--- src/rtl/serial_comp_if.sv ---
// Handshake and result bundle for the bit-serial comparator.
// The master drives start/operands; the slave (comparator) returns status and results.
interface serial_comp_if #(
    parameter int WIDTH = 5,
    parameter int POS_W = 4
);
    logic             start;
    logic [WIDTH-1:0] a_in;
    logic [WIDTH-1:0] b_in;
    logic             busy;
    logic             done;
    logic             eq;
    logic             gt;
    logic             lt;
    logic [POS_W-1:0] diff_pos;

    modport master (
        output start, a_in, b_in,
        input  busy, done, eq, gt, lt, diff_pos
    );

    modport slave (
        input  start, a_in, b_in,
        output busy, done, eq, gt, lt, diff_pos
    );
endinterface

--- src/rtl/serial_comp.sv ---
// Bit-serial MSB-first magnitude/equality comparator; one operand bit pair per clock.
// Optional macro EARLY_EXIT_EN: finish the scan as soon as the first differing bit is seen.
module serial_comp #(
    parameter int WIDTH = 5,
    parameter int POS_W = 4
) (
    input  logic        clk,
    input  logic        rst,
    serial_comp_if.slave bus
);
    typedef enum logic [1:0] {IDLE, SHIFT, DONE} state_t;

    state_t           state, state_nxt;
    logic [WIDTH-1:0] a_sr, b_sr, a_sr_nxt, b_sr_nxt;
    logic [POS_W-1:0] cnt, cnt_nxt;
    logic [POS_W-1:0] diff_pos_q, diff_pos_nxt;
    logic             found, found_nxt;
    logic             eq_q, gt_q, lt_q, eq_nxt, gt_nxt, lt_nxt;
    logic             busy_q, done_q, busy_nxt, done_nxt;
    logic             x, first_diff, leave;

    assign bus.busy     = busy_q;
    assign bus.done     = done_q;
    assign bus.eq       = eq_q;
    assign bus.gt       = gt_q;
    assign bus.lt       = lt_q;
    assign bus.diff_pos = diff_pos_q;

    assign x          = a_sr[WIDTH-1] ^ b_sr[WIDTH-1];
    assign first_diff = x & ~found;

    // NOTE: every signal gets a default before the case so no path leaves one unassigned (no latch).
    always_comb begin
        state_nxt    = state;
        a_sr_nxt     = a_sr;
        b_sr_nxt     = b_sr;
        cnt_nxt      = cnt;
        found_nxt    = found;
        diff_pos_nxt = diff_pos_q;
        eq_nxt       = eq_q;
        gt_nxt       = gt_q;
        lt_nxt       = lt_q;
        busy_nxt     = busy_q;
        done_nxt     = 1'b0;
        leave        = 1'b0;

        case (state)
            IDLE: begin
                if (bus.start) begin
                    state_nxt    = SHIFT;
                    a_sr_nxt     = bus.a_in;
                    b_sr_nxt     = bus.b_in;
                    cnt_nxt      = POS_W'(WIDTH - 1);
                    found_nxt    = 1'b0;
                    diff_pos_nxt = '0;
                    eq_nxt       = 1'b0;
                    gt_nxt       = 1'b0;
                    lt_nxt       = 1'b0;
                    busy_nxt     = 1'b1;
                end
            end
            SHIFT: begin
                // Only the most significant differing bit decides gt/lt and diff_pos.
                if (first_diff) begin
                    found_nxt    = 1'b1;
                    diff_pos_nxt = cnt;
                    gt_nxt       = a_sr[WIDTH-1];
                    lt_nxt       = b_sr[WIDTH-1];
                end
                a_sr_nxt = a_sr << 1;
                b_sr_nxt = b_sr << 1;
                cnt_nxt  = cnt - 1'b1;
`ifdef EARLY_EXIT_EN
                leave = (cnt == '0) || first_diff;
`else
                leave = (cnt == '0);
`endif
                if (leave) begin
                    state_nxt = DONE;
                    eq_nxt    = ~(found | x);
                    done_nxt  = 1'b1;
                end
            end
            DONE: begin
                state_nxt = IDLE;
                busy_nxt  = 1'b0;
            end
            default: begin
                state_nxt = IDLE;
                busy_nxt  = 1'b0;
            end
        endcase
    end

    // NOTE: registers use non-blocking assignments so all of them update together on the edge.
    always_ff @(posedge clk or posedge rst) begin
        if (rst) begin
            state      <= IDLE;
            // NOTE: the shift registers and counter are plain flops, so clearing them on reset is cheap and keeps state deterministic.
            a_sr       <= '0;
            b_sr       <= '0;
            cnt        <= '0;
            found      <= 1'b0;
            diff_pos_q <= '0;
            eq_q       <= 1'b0;
            gt_q       <= 1'b0;
            lt_q       <= 1'b0;
            busy_q     <= 1'b0;
            done_q     <= 1'b0;
        end else begin
            state      <= state_nxt;
            a_sr       <= a_sr_nxt;
            b_sr       <= b_sr_nxt;
            cnt        <= cnt_nxt;
            found      <= found_nxt;
            diff_pos_q <= diff_pos_nxt;
            eq_q       <= eq_nxt;
            gt_q       <= gt_nxt;
            lt_q       <= lt_nxt;
            busy_q     <= busy_nxt;
            done_q     <= done_nxt;
        end
    end
endmodule
--- src/flat_wrapper.sv ---
// flat-port wrapper written by rule: the top's interface ports become plain ports
module serial_comp_flat 
#(
    parameter int WIDTH = 5,
    parameter int POS_W = 4
)
  (clk, rst, bus_start, bus_a_in, bus_b_in, bus_busy, bus_done, bus_eq, bus_gt, bus_lt, bus_diff_pos);
  serial_comp_if #(.WIDTH(WIDTH), .POS_W(POS_W)) bus_i ();
  input  logic clk;
  input  logic rst;
  input wire logic [$bits(bus_i.start)-1:0] bus_start;
  input wire logic [$bits(bus_i.a_in)-1:0] bus_a_in;
  input wire logic [$bits(bus_i.b_in)-1:0] bus_b_in;
  output wire logic [$bits(bus_i.busy)-1:0] bus_busy;
  output wire logic [$bits(bus_i.done)-1:0] bus_done;
  output wire logic [$bits(bus_i.eq)-1:0] bus_eq;
  output wire logic [$bits(bus_i.gt)-1:0] bus_gt;
  output wire logic [$bits(bus_i.lt)-1:0] bus_lt;
  output wire logic [$bits(bus_i.diff_pos)-1:0] bus_diff_pos;
  assign bus_i.start = bus_start;
  assign bus_i.a_in = bus_a_in;
  assign bus_i.b_in = bus_b_in;
  assign bus_busy = bus_i.busy;
  assign bus_done = bus_i.done;
  assign bus_eq = bus_i.eq;
  assign bus_gt = bus_i.gt;
  assign bus_lt = bus_i.lt;
  assign bus_diff_pos = bus_i.diff_pos;
  serial_comp #(.WIDTH(WIDTH), .POS_W(POS_W)) u_core (.clk(clk), .rst(rst), .bus(bus_i));
endmodule
--- config.mk ---
export PLATFORM = sky130hd
export DESIGN_NAME = serial_comp_flat
export DESIGN_NICKNAME = d
export VERILOG_FILES = /design/src/rtl/serial_comp_if.sv /design/src/rtl/serial_comp.sv /design/src/flat_wrapper.sv
export SDC_FILE = /design/constraint.sdc
export NUM_CORES = 1
export LEC_CHECK = 0
export BUFFER_PORTS_ARGS = -buffer_cell sky130_fd_sc_hd__buf_2
export CAP_MARGIN = 20
export CORE_MARGIN = 3
export CORE_UTILIZATION = 54
export CTS_CLUSTER_SIZE = 40
export DETAILED_ROUTE_END_ITERATION = 10
export GPL_ROUTABILITY_DRIVEN = 0
export PLACE_DENSITY = 0.77
export SLEW_MARGIN = 20
export SYNTH_ARGS = -nofsm -noshare
export SYNTH_HDL_FRONTEND = slang
export SYNTH_SLANG_ARGS = --single-unit
--- constraint.sdc ---
create_clock -name clk -period 2 [get_ports clk]
set_input_delay 0.1 -clock clk [delete_from_list [all_inputs] [get_ports clk]]
set_output_delay 0.1 -clock clk [all_outputs]
set_load 0.01 [all_outputs]
==> impl_metrics.ini <==
[layout]
nets = 160
stdcell_count = 171
stdcell_area_sq_mm = 0.00142
antenna_cells = 0
area_delta_synth_final_pct = 12.6
mostFrequentLayoutCell = dfrtp_1
final_cell_mix = 26 x dfrtp_1, 21 x buf_2, 14 x nand2_1, 14 x o21ai_0
layout-drive-gt1-share_pct = 21.5

[global_routing]
met1_usage_pct = 22.1
grt_use_met3_pct = 5.72
track_usage_pct = 17.4
busiest_layer = met2
grt_pass1_vias = 850
use_met2_pct = 28.9
grt_start_max_net_pins = 27
grt_overflow = 0
grt_pass1_wl_mm = 3.68
antenna_found_initial = 0

[drt]
dr.pass1.iters = 5
totalWireLength_mm = 2.27
drt-initial-drc-count = 12
antenna_left = 0
wl_per_cell_microns = 13.3
post-route-drc-count = 0
num_vias = 935
routed_via_density = 5.47

[floorplan]
die_y_microns = 54.3
rows = 16
die_area_sq_mm = 0.00295
die_x_microns = 54.3
io_pins = 22
start_util_pct = 60.6
core_sq_mm = 0.00208

[clock_tree]
path_clk_slew_ns = 0.15
post_cts_buffers = 0
cts-resized-gates = 0
clock_path_buffers = 2
cts_tree = yes
clkLatencyLatePin_ns = 0.33
cts_buffers = 3
htree_levels = 1
cts.sinks = 26
cts_root_buf = clkbuf_4

[sta]
drv_slew = 0
fmax_mhz = 611
rsz0062_at_grt = false
tns_ns = 0
finalHoldViolations = 0
setup_viol = 0
period_share_pct = 81.8
finalCriticalPeriod_ns = 1.64
worst_pin_slew_ns = 0.614
relSlewSlack_pct = 59.0
skew_ns = 0.0168
hold_ws_ns = 0.0405

[synthesis]
async_flop_share_pct = 100
dominantRegCellSynth = dfrtp_1
netlist_instances = 123
synthesis.area_sq_mm = 0.00126
ys_seq_elements = 26
synth_edf_count = 0
yosysSeqAreaShare_pct = 51.6
synth_cell_type_count = 31
postSynthNetCount = 138
yosysWarnings = 0
syn_avg_cell_area_sq_um = 10.3

[worst_hold_path]
hp-class = input port to flip-flop
min_from = bus_b_in[2]
hold_end = u_core.b_sr[2]
hold_depth = 3

[power_and_ir_drop]
powerDensity_mw_per_mm2 = 1340
peakVddDrop_mv = 0.865
p_leak_uw = 0.000732

[worst_setup_path]
slowest_stage = dfrtp_1
cp.arrival_ns = 1.87
worst-setup-path-type = flip-flop to flip-flop
cp_cell_sequence = nor2b_1 -> a21oi_1 -> o21ai_0
worstSetupEndpointType = flip-flop
crit_required_ns = 2.23
r2r_setup_slack_ns = 0.36
critPathLaunchType = flip-flop
path_buf_inv = 0
r2r_end = u_core.a_sr[1]
critPathTopFamily = flip-flops
ff2ff_path_depth = 3
max_stage_delay_ns = 0.61
path_max_fanout = 18
r2r-start = u_core.state[1]

[place]
dp_hpwl_mm = 1.65
dp.cells = 166
portBuffers = 21
place_area_sq_mm = 0.00137

[job]
max_cap_violations = 0

[run_status]
status = complete, no violations
## how the worst max path moves through the flow
stage,start,end,slack [ns],depth (start not counted)
3_3_place_gp,u_core.state[1],u_core.found,0.47,3
3_5_place_dp,u_core.state[1],u_core.found,0.43,3
5_1_grt,u_core.state[1],u_core.a_sr[1],0.14,3
2_1_floorplan,u_core.cnt[0],u_core.bus.eq,0.74,5
6_report,u_core.state[1],u_core.a_sr[1],0.36,3
4_1_cts,u_core.state[1],u_core.found,0.42,3
## Yosys cell counts, types with 2 or more instances
cell      number  share of area [%]
a21oi_1       10                4.0
ha_1           2                2.0
inv_1          8                2.4
a22oi_1        7                4.2
and3b_1        2                1.4
mux2i_1        7                5.6
o21ai_0       14                5.6
clkbuf_1       2               0.60
dfrtp_1       26                 52
nand2_1       14                4.2
buf_2          2               0.79
nor2b_1       10                5.0
## flip-flops by register name, summed over array words and instances (netlist names)
name	count
u_core.a_sr	5
u_core.b_sr	5
u_core.bus.diff_pos	4
u_core.cnt	4
u_core.state	2
u_core.bus.busy	1
u_core.bus.done	1
u_core.bus.eq	1
u_core.bus.gt	1
u_core.bus.lt	1
u_core.found	1
## kinds of logic (layout without fill, tap and decap cells)
family | count (synthesis) | count (layout) | share of synthesized area [%]
flops | 26 | 26 | 51.6
fa+ha+maj | 2 | 2 | 1.98
buf+inv | 15 | 36 | 5.65
compound gates | 35 | 35 | 16.4
xor+xnor | 1 | 1 | 0.695
simple gates | 37 | 37 | 18.2
mux | 7 | 7 | 5.56
## through the flow
stage | power [uW] | util [%] | setup WS, ns
after floorplan | 1470 | - | 0.738
after global placement | 1630 | 66.0 | 0.474
after detailed placement | 1660 | 66.0 | 0.432
after CTS | 1920 | 68.2 | 0.420
after global routing | 2070 | 68.2 | 0.140
final | 1910 | 68.2 | 0.365
## what timing repair did
item	CTS	global route
hold buffers	1	0
endpoints found under the setup margin	0	0
hold endpoints to repair	26	0
## where the power goes
group | internal, uW | switching (uW)
combinational | 351 | 375
sequential | 724 | 192
clock | 111 | 153
## routing by layer
layer | share of wire [%] | vias to the layer above
li1 | - | 459
met3 | 4.7 | 4
met2 | 47 | 23
met4 | 0.62 | 0
met5 | 0 | -
met1 | 48 | 449
## layout make-up
class / count / area, sq um
Fill cell: 170 / 662
Sequential cell: 26 / 651
Multi-Input combinational cell: 82 / 539
Timing Repair Buffer: 24 / 130
Clock buffer: 4 / 36.3
Tap cell: 27 / 33.8
Inverter: 8 / 30.0
## worst reg2reg max path: stages (launching register included)
cell and delay (ns):
dfrtp_1 0.61, nor2b_1 0.59, a21oi_1 0.14, o21ai_0 0.20
No activity file was read; power rests on OpenSTA's default activity.
